<file path="config.mk">
export PLATFORM = sky130hd
export DESIGN_NAME = audio_sample_feeder
export DESIGN_NICKNAME = d
export VERILOG_FILES = /design/src/rtl/fm_tx_pkg.sv /design/src/rtl/sync_fifo.sv /design/src/rtl/audio_sample_feeder.sv
export SDC_FILE = /design/constraint.sdc
export NUM_CORES = 1
export LEC_CHECK = 0
export ABC_AREA = 0
export CORE_MARGIN = 3
export CORE_UTILIZATION = 64
export CTS_CLUSTER_SIZE = 20
export DETAILED_ROUTE_END_ITERATION = 10
export DONT_BUFFER_PORTS = 1
export GPL_TIMING_DRIVEN = 0
export PLACE_DENSITY = 0.8
export SLEW_MARGIN = 20
export SYNTH_ARGS = -nofsm -noshare
export SYNTH_HDL_FRONTEND = slang
export SYNTH_SLANG_ARGS = --single-unit
</file>
<file path="constraint.sdc">
create_clock -name clk -period 3.55 [get_ports clk]
set_input_delay 0.355 -clock clk [delete_from_list [all_inputs] [get_ports clk]]
set_output_delay 0.355 -clock clk [all_outputs]
set_load 0.05 [all_outputs]
</file>
<file path="src/rtl/fm_tx_pkg.sv">
// fm_tx_pkg -- shared constants and helpers for the FM transmitter front end.
// Holds the rate divider derivation and the two's-complement saturation
// limits used by the audio path.
package fm_tx_pkg;

   localparam int A_DEFAULT = 8;

   typedef logic signed [A_DEFAULT-1:0] sample_t;

   // Clocks per output audio sample (integer division).
   function automatic int calc_div(input int f_s, input int f_audio);
      return f_s / f_audio;
   endfunction

   // Largest value representable in an a-bit two's-complement word.
   function automatic int sat_max(input int a);
      return (1 << (a - 1)) - 1;
   endfunction

   // Smallest value representable in an a-bit two's-complement word.
   function automatic int sat_min(input int a);
      return -(1 << (a - 1));
   endfunction

endpackage

</file>
<file path="src/rtl/sync_fifo.sv">
// sync_fifo -- single-clock FIFO, depth 2**AW, first-word fall-through.
// dout always shows the head word; a push into a full FIFO is accepted
// only when a pop happens in the same cycle.
module sync_fifo #(
   parameter int W  = 8,
   parameter int AW = 2
) (
   input  logic         clk,
   input  logic         rst,
   input  logic         push,
   input  logic [W-1:0] din,
   output logic         full,
   input  logic         pop,
   output logic [W-1:0] dout,
   output logic         empty
);

   localparam int DEPTH = 2 ** AW;
   localparam logic [AW:0] CNT_FULL = (AW + 1)'(DEPTH);

   logic [W-1:0]  r_mem [DEPTH];
   logic [AW-1:0] r_wr_ptr;
   logic [AW-1:0] r_rd_ptr;
   logic [AW:0]   r_count;
   logic          w_do_push;
   logic          w_do_pop;

   assign full      = (r_count == CNT_FULL);
   assign empty     = (r_count == '0);
   assign dout      = r_mem[r_rd_ptr];
   assign w_do_pop  = pop & ~empty;
   assign w_do_push = push & (~full | w_do_pop);

   // Storage write.
   // NOTE: the data array has no reset; the count and pointers alone define which entries are valid.
   always_ff @(posedge clk) begin
      if (w_do_push) r_mem[r_wr_ptr] <= din;
   end

   // Pointer and occupancy tracking.
   always_ff @(posedge clk) begin
      if (rst) begin
         r_wr_ptr <= '0;
         r_rd_ptr <= '0;
         r_count  <= '0;
      end else begin
         if (w_do_push) r_wr_ptr <= r_wr_ptr + 1'b1;
         if (w_do_pop)  r_rd_ptr <= r_rd_ptr + 1'b1;
         case ({w_do_push, w_do_pop})
            2'b10:   r_count <= r_count + 1'b1;
            2'b01:   r_count <= r_count - 1'b1;
            default: r_count <= r_count;
         endcase
      end
   end

endmodule

</file>
<file path="src/rtl/audio_sample_feeder.sv">
// audio_sample_feeder -- serial audio receiver, FIFO and fixed-rate sample
// release for the FM modulator. Optional pre-emphasis on the output path is
// enabled by defining AUDIO_PREEMPHASIS_EN.
module audio_sample_feeder
   import fm_tx_pkg::*;
#(
   parameter int A       = 8,
   parameter int F_S     = 50000000,
   parameter int F_AUDIO = 48000,
   parameter int FIFO_AW = 2
`ifdef AUDIO_PREEMPHASIS_EN
   ,
   parameter int PE_SHIFT = 2
`endif
) (
   input  logic                clk,
   input  logic                rst,
   input  logic                spi_cs_n,
   input  logic                spi_sclk,
   input  logic                spi_mosi,
   output logic signed [A-1:0] audio,
   output logic                sample_tick,
   output logic                underflow,
   output logic                overflow
);

   localparam int DIV = calc_div(F_S, F_AUDIO);
   localparam int CW  = (DIV > 1) ? $clog2(DIV) : 1;
   localparam logic [CW-1:0] CNT_LAST = CW'(DIV - 1);
   localparam int BW  = $clog2(A + 1);
   localparam logic [BW-1:0] BIT_LAST = BW'(A - 1);

   logic r_cs_s1, r_cs_s2;
   logic r_sclk_s1, r_sclk_s2, r_sclk_s3;
   logic r_mosi_s1, r_mosi_s2;

   logic [BW-1:0]       r_bitcnt;
   logic [A-1:0]        r_shift;
   logic [A-1:0]        r_word;
   logic                r_push;
   logic [CW-1:0]       r_cnt;
   logic signed [A-1:0] r_audio;
   logic                r_sample_tick;
   logic                r_underflow;
   logic                r_overflow;

   logic                w_rise;
   logic [A-1:0]        w_shift_nxt;
   logic                w_full;
   logic                w_empty;
   logic [A-1:0]        w_fifo_dout;
   logic                w_tick;
   logic                w_pop;
   logic signed [A-1:0] w_x;
   logic signed [A-1:0] w_next_audio;

   assign w_rise      = r_sclk_s2 & ~r_sclk_s3;
   assign w_shift_nxt = {r_shift[A-2:0], r_mosi_s2};
   assign w_tick      = (r_cnt == CNT_LAST);
   assign w_pop       = w_tick & ~w_empty;
   assign w_x         = w_fifo_dout;

   // Two-flop synchronizers, plus a third sclk stage for rising-edge detection.
   // NOTE: every clocked register uses non-blocking assignment so all flops update from pre-edge values.
   always_ff @(posedge clk) begin
      if (rst) begin
         r_cs_s1   <= 1'b1;
         r_cs_s2   <= 1'b1;
         r_sclk_s1 <= 1'b0;
         r_sclk_s2 <= 1'b0;
         r_sclk_s3 <= 1'b0;
         r_mosi_s1 <= 1'b0;
         r_mosi_s2 <= 1'b0;
      end else begin
         r_cs_s1   <= spi_cs_n;
         r_cs_s2   <= r_cs_s1;
         r_sclk_s1 <= spi_sclk;
         r_sclk_s2 <= r_sclk_s1;
         r_sclk_s3 <= r_sclk_s2;
         r_mosi_s1 <= spi_mosi;
         r_mosi_s2 <= r_mosi_s1;
      end
   end

   // Word assembly: shift on each sclk rise inside a frame, push on the A-th bit.
   always_ff @(posedge clk) begin
      if (rst) begin
         r_bitcnt <= '0;
         r_shift  <= '0;
         r_word   <= '0;
         r_push   <= 1'b0;
      end else begin
         r_push <= 1'b0;
         if (r_cs_s2) begin
            r_bitcnt <= '0;
            r_shift  <= '0;
         end else if (w_rise) begin
            r_shift <= w_shift_nxt;
            if (r_bitcnt == BIT_LAST) begin
               r_bitcnt <= '0;
               r_word   <= w_shift_nxt;
               r_push   <= 1'b1;
            end else begin
               r_bitcnt <= r_bitcnt + 1'b1;
            end
         end
      end
   end

   sync_fifo #(
      .W  (A),
      .AW (FIFO_AW)
   ) u_fifo (
      .clk   (clk),
      .rst   (rst),
      .push  (r_push),
      .din   (r_word),
      .full  (w_full),
      .pop   (w_pop),
      .dout  (w_fifo_dout),
      .empty (w_empty)
   );

`ifdef AUDIO_PREEMPHASIS_EN
   localparam int PW = A + 2;
   localparam logic signed [PW-1:0] PMAX = PW'(sat_max(A));
   localparam logic signed [PW-1:0] PMIN = PW'(sat_min(A));

   logic signed [A-1:0]  r_x_prev;
   logic signed [PW-1:0] w_x_ext;
   logic signed [PW-1:0] w_prev_ext;
   logic signed [PW-1:0] w_diff;
   logic signed [PW-1:0] w_sum;

   assign w_x_ext    = {{2{w_x[A-1]}}, w_x};
   assign w_prev_ext = {{2{r_x_prev[A-1]}}, r_x_prev};
   assign w_diff     = w_x_ext - w_prev_ext;
   assign w_sum      = w_x_ext + (w_diff >>> PE_SHIFT);

   // Saturate the emphasised sample back into A bits.
   // NOTE: the default assignment first keeps this block purely combinational (no latch).
   always_comb begin
      w_next_audio = w_sum[A-1:0];
      if (w_sum > PMAX)      w_next_audio = PMAX[A-1:0];
      else if (w_sum < PMIN) w_next_audio = PMIN[A-1:0];
   end

   // Previous raw sample, advanced only when a sample is actually popped.
   always_ff @(posedge clk) begin
      if (rst)        r_x_prev <= '0;
      else if (w_pop) r_x_prev <= w_x;
   end
`else
   assign w_next_audio = w_x;
`endif

   // Rate counter and registered outputs toward the modulator.
   always_ff @(posedge clk) begin
      if (rst) begin
         r_cnt         <= '0;
         r_audio       <= '0;
         r_sample_tick <= 1'b0;
         r_underflow   <= 1'b0;
         r_overflow    <= 1'b0;
      end else begin
         r_cnt         <= w_tick ? '0 : r_cnt + 1'b1;
         r_sample_tick <= w_pop;
         r_underflow   <= w_tick & w_empty;
         r_overflow    <= r_push & w_full & ~w_pop;
         if (w_pop) r_audio <= w_next_audio;
      end
   end

   assign audio       = r_audio;
   assign sample_tick = r_sample_tick;
   assign underflow   = r_underflow;
   assign overflow    = r_overflow;

endmodule

</file>
Word level (Yosys, flattened, before mapping)
Memory sizes are Yosys's and may differ from the RTL's. A register that Yosys moved wholly into a read port is not among the register bits.
Index checks and enable logic that the tools add are counted.
- flip-flop bits (word level): 48
- RAM bits: 32
- input port bits: 5
- output and inout bits: 11
- logic and storage cells: 55
- memories kept: 1
- add/sub/neg operators: 6
- eq/ne operators: 5
- muxes and demuxes: 5
- bitwise operators: 14
- reduce and logical (&&, ||, !) cells: 6
- memories (memory ; words ; width ; read ports ; clocked after Yosys merged registers in ; wr ports ; line ; text):
    u_fifo.r_mem ; 4 ; 8 ; 1 ; 1 ; 1 ; sync_fifo.sv:21 ; logic [W-1:0] r_mem [DEPTH];
- operator list (operator ; number):
    adder 11 x 1 -> 11 bit (second input constant) ; 1
    == test 11 bit (second input constant) ; 1
    bitwise AND 1 bit ; 7
    inverter 1 bit ; 6
    case mux 3 bit (2 select lines) ; 1
    adder 2 x 1 -> 2 bit (second input constant) ; 2
    adder 4 x 1 -> 4 bit (second input constant) ; 1
    == test 4 x 3 -> 1 bit (second input constant) ; 1
    2-to-1 mux 4 bit ; 1
    OR reduction 2 bit ; 2
    adder 3 x 1 -> 3 bit (second input constant) ; 1
    == test 3 bit (second input constant) ; 1
    zero test 3 bit ; 1
    2-to-1 mux 1 bit ; 3
    AND reduction 3 bit ; 1
    OR reduction 3 bit ; 1
    subtractor 3 x 1 -> 3 bit (second input constant) ; 1
    == test 2 x 1 -> 1 bit (second input constant) ; 1
    == test 2 bit (second input constant) ; 1
    nonzero test 2 bit ; 1
    OR 1 bit ; 1

Depth between registers and ports, before layout
- word-level depth: 8
- mapped depth: 11
- gate-level depth less buffers: 10

By module
From an unflattened synthesis, not the netlist that was laid out.
- cell total of the unflattened synthesis: 316
- area, all modules: 3676.0 um^2
- modules (own cells, without submodules) (module ; times used ; cells an instance ; area each (um^2) ; sequential area each (um^2)):
    audio_sample_feeder ; 1 ; 215 ; 1984.4 ; 980.9
    sync_fifo ; 1 ; 101 ; 1691.6 ; 1141.1

Least setup slack after synthesis
OpenSTA, ideal clock, no wires.
- path kind: register to register
- start: register r_cnt[7]
- end: register u_fifo.r_count[2]
- setup time: 0.062 ns
- arrival: 2.200 ns
- data required time: 3.488 ns
- path slack: 1.288 ns
- cell stages (with the launch flop): 9
- path buffers: 1
- clock period less this slack: 2.262 ns
- cells stage by stage: dfxtp_1 nor4_4 nand4_2 buf_6 nand2b_1 fa_1 nor4b_1 nor3_1 nand3_1
- longest elaborated chain between the ends: 7
- elaborated cells on any way between the ends: 9
- classes of those cells: eq/ne (3); mux (1); bitwise (4); reduce/logical (1)
- RTL lines (what ; line ; text):
    start, declared ; audio_sample_feeder.sv:41 ; logic [CW-1:0] r_cnt;
    start signal, assigned ; audio_sample_feeder.sv:166 ; r_cnt <= w_tick ? '0 : r_cnt + 1'b1;
    == test 11 bit * ; audio_sample_feeder.sv:59 ; assign w_tick = (r_cnt == CNT_LAST);
    bitwise AND 1 bit * ; audio_sample_feeder.sv:60 ; assign w_pop = w_tick & ~w_empty;
    bitwise AND 1 bit * ; sync_fifo.sv:31 ; assign w_do_pop = pop & ~empty;
    OR 1 bit ; sync_fifo.sv:32 ; assign w_do_push = push & (~full | w_do_pop);
    bitwise AND 1 bit ; sync_fifo.sv:32 ;
    == test 2 x 1 -> 1 bit / == test 2 bit (equally long branches) ; sync_fifo.sv:49 ; case ({w_do_push, w_do_pop})
    case mux 3 bit (2 select lines) / nonzero test 2 bit (equally long branches) ; -- ;
    end signal, assigned ; sync_fifo.sv:50 ; 2'b10: r_count <= r_count + 1'b1;
    end signal, assigned ; sync_fifo.sv:51 ; 2'b01: r_count <= r_count - 1'b1;
    end signal, assigned ; sync_fifo.sv:52 ; default: r_count <= r_count;
    end, declared ; sync_fifo.sv:24 ; logic [AW:0] r_count;
Every way passes the cells marked *; elsewhere a longest branch is shown, timed or not.
A chain may end at the register's enable or synchronous reset.

Final worst setup path
Same ends and word-level chain as after synthesis.

==> flow_summary_export.csv <==
group,metric,value,unit
clock_tree,holdBufCountCts,0,
yosys,ys_ff_latch,88,
place,numPortBuffers,0,
power,peakVddDrop,0.304,mV
worst_setup_path,critPathMaxStageDelay,530,ps
clock_tree,tritoncts,"yes",
grt,grt_overflow,0,
power,leakagePower,1.44,nW
worst_setup_path,cp.depth,8,
yosys,avgSynthCellArea,12.1,um^2
place,place_area,3630,um^2
worst_setup_path,cp-end-kind,"flip-flop",
yosys,synth_cell_type_count,46,
yosys,synth_flop_cell,"dfxtp_1",
clock_tree,insertion_delay,350,ps
floorplan,io_pins,16,
yosys,synth_top_area_share,31.7,%
worst_setup_path,crit_path_max_fanout,10,
yosys,synthTopCellsByCount,"56 x dfxtp_1, 37 x nor2_1, 32 x edfxtp_1",
worst_setup_path,rr_startpoint,"r_cnt[7]",
worst_setup_path,path_delay_family,"simple AND/OR/NAND/NOR gates",
power,swShare,19.5,%
final_layout,post-route-util,73.5,%
yosys,ys_warn_count,0,
yosys,synth_enable_flop_cells,32,
yosys,ys_seq_area_share,58.8,%
yosys,yosys.area.top_type,"dfxtp_1",
sta,timing.final.crit_share,71.3,%
run,cap_violations,0,
sta,rsz0062_at_grt,"no",
clock_tree,cts_htree_levels,3,
power,p_comb_share,1.7,%
place,place_hpwl,3720,um
clock_tree,cts_buffers,9,
power,clockPowerShare,40.9,%
worst_setup_path,cp.buffers_inverters,1,
final_layout,final_area,3850,um^2
power,finalPower,1.82,mW
final_layout,fillers,345,
clock_tree,cts.clk_slew.worst_paths,80,ps
floorplan,num_rows,26,
worst_setup_path,path_class,"reg2reg",
worst_setup_path,critPathLaunchType,"flip-flop",
routing,vias_per_cell,5.40,
floorplan,coreArea,5240,um^2
yosys,synth-xor-area-share,2.97,%
routing,drtIter0Drc,107,
worst_setup_path,worstPathCellList,"nor4_4 > nand4_2 > buf_6 > nand2b_1 > fa_1 > nor4b_1 > nor3_1 > nand3_1",
grt,grtUsageTotal,20.4,%
yosys,synthCells,292,
sta,max_slew_margin,56.6,%
yosys,yosysMostFrequentCell,"dfxtp_1",
grt,grt_max_degree,15,
sta,fin_crit,2530,ps
floorplan,die_h,80.4,um
sta,finClkSkew,8.17,ps
final_layout,diodes,0,
worst_setup_path,reg2reg_depth,8,
yosys,synthMuxAreaShare,10.2,%
yosys,synth_fp_nets,305,
grt,antenna_found_initial,0,
worst_setup_path,rr_endpoint,"u_fifo.r_count[2]",
hold_path,hold_class,"in2reg",
power,power-per-cell-area,474,nW/um^2
hold_path,worstHoldStart,"spi_cs_n",
yosys,synthArstFlopShare,0,%
clock_tree,cts_sinks,88,
sta,tightest_slew,650,ps
power,power.internal,1.47,mW
clock_tree,cts_setup_buffers,0,
routing,dr.pass1.iters,4,
routing,wl_per_cell,14.8,um
yosys,syn_area,3540,um^2
sta,slew_viol_final,0,
sta,hold_viol_final,0,
power,pwr-share-seq,57.4,%
yosys,synth_compound_area_share,3.71,%
worst_setup_path,worst_path_max_delay_cell,"fa_1",
power,switchingPower,355,uW
sta,setup_viol,0,
yosys,synth_top_family_by_area,"simple AND/OR/NAND/NOR gates",
worst_setup_path,worstPathArrival,2830,ps
yosys,synth_area_leaders,"dfxtp_1 32%, edfxtp_1 27%, mux4_2 5.1%",
hold_path,holdPathStages,1,
routing,antenna_left,0,
yosys,synthAdderAreaFrac,3.04,%
sta,max_freq,395,MHz
place,post-place-ws,1010,ps
floorplan,start_util,67.6,%
sta,setup_slack,1020,ps
run_status,status,"completed",
grt,grt_pass1_wl,9580,um
grt,grt_pass1_vias,1988,
hold_path,hold_end,"r_cs_s1",
routing,num_vias,2042,
worst_setup_path,worstPathRequired,3850,ps
floorplan,die_area,6460,um^2
final_layout,syn_to_final_growth,8.84,%
yosys,synth_simple_gate_area_share,17.3,%
place,gp_congestion,0.785,
clock_tree,clockBufferDepth,2,
floorplan,die_x,80.4,um
worst_setup_path,ff2ff_setup_slack,1020,ps
routing,routed_wl,5580,um
routing,drcViolationCount,0,
clock_tree,postCtsResizedCells,0,
final_layout,nets,316,
final_layout,layout-drive-gt1-share,14.3,%
clock_tree,cts-root-buf,"clkbuf_8",
sta,tns,0,ps
worst reg2reg max path: stages, from the launching register on:
cell and delay, ps:
dfxtp_1 380, nor4_4 390, nand4_2 280, buf_6 240, nand2b_1 170, fa_1 530, nor4b_1 330, nor3_1 90
nand3_1 80
how the worst max path moves through the flow:
stage             start                end  slack [ps]
6_report       r_cnt[7]  u_fifo.r_count[2]        1020
5_1_grt        r_cnt[4]  u_fifo.r_count[2]         850
4_1_cts        r_cnt[7]  u_fifo.r_count[2]         970
3_5_place_dp   r_cnt[7]  u_fifo.r_count[2]        1010
3_3_place_gp   r_cnt[7]  u_fifo.r_count[2]        1070
2_1_floorplan  r_cnt[7]  u_fifo.r_count[2]        1290
through the flow:
stage	hold slack, ps	cells
after floorplan	389	292
after global routing	84.2	378
after global placement	393	362
final	105	378
after CTS	91.5	378
after detailed placement	397	362
routing by layer:
layer / global-route usage (%) / routed length [um] / up-vias
met1: 24.9 / 2520 / 969
met3: 7.40 / 224 / 6
li1: - / - / 1037
met4: 6.08 / 74 / 0
met5: 0 / 0 / -
met2: 34.0 / 2760 / 30
registers in the layout, summed over array words and instances (netlist names):
| name | cells |
|---|---|
| audio | 8 |
| overflow | 1 |
| r_bitcnt | 4 |
| r_cnt | 11 |
| r_cs_s1 | 1 |
| r_cs_s2 | 1 |
| r_mosi_s1 | 1 |
| r_mosi_s2 | 1 |
| r_push | 1 |
| r_sclk_s1 | 1 |
| r_sclk_s2 | 1 |
| r_sclk_s3 | 1 |
| r_shift | 7 |
| r_word | 8 |
| sample_tick | 1 |
| u_fifo.r_count | 3 |
| u_fifo.r_mem | 32 |
| u_fifo.r_rd_ptr | 2 |
| u_fifo.r_wr_ptr | 2 |
| underflow | 1 |
logic make-up after synthesis:
family          after synthesis
compound gates               20
xor+xnor                     12
fa+ha+maj                     8
buf+inv                      24
flops                        88
mux                          26
simple gates                114
cells in the final DEF, fill, tap and decap left out, types with 3 or more instances in the layout:
cell type  count
dfxtp_1       56
nor2_1        37
edfxtp_1      32
nand2_1       22
mux2i_1       17
a21oi_1       12
clkbuf_8      12
inv_1         10
nand2b_1       8
mux4_2         8
ha_1           7
clkbuf_1       6
xnor2_1        6
nor2b_1        6
xor2_1         6
or2_2          5
nand4_1        5
nand3_1        5
nor3_1         5
and2_1         4
nor3b_1        3
nor4_1         3
cell type report:
class	instances	area [um^2]	area share (%)
multi-input combinational	180	1320	34.2
clock inverter	3	42.5	1.10
tap	70	87.6	2.27
buffer	14	101	2.63
inverter	10	37.5	0.975
sequential	88	2080	54.1
clock buffer	13	183	4.74
power groups by stage:
stage | clock, mW | sequential [mW] | combinational (mW)
4_1_cts | 0.760 | 1.05 | 0.0308
2_1_floorplan | 0 | 1.07 | 0.0238
3_5_place_dp | 0 | 1.07 | 0.0304
6_report | 0.746 | 1.05 | 0.0305
5_1_grt | 0.814 | 1.05 | 0.0356
3_3_place_gp | 0 | 1.07 | 0.0302
No activity file was read; power rests on OpenSTA's default activity.
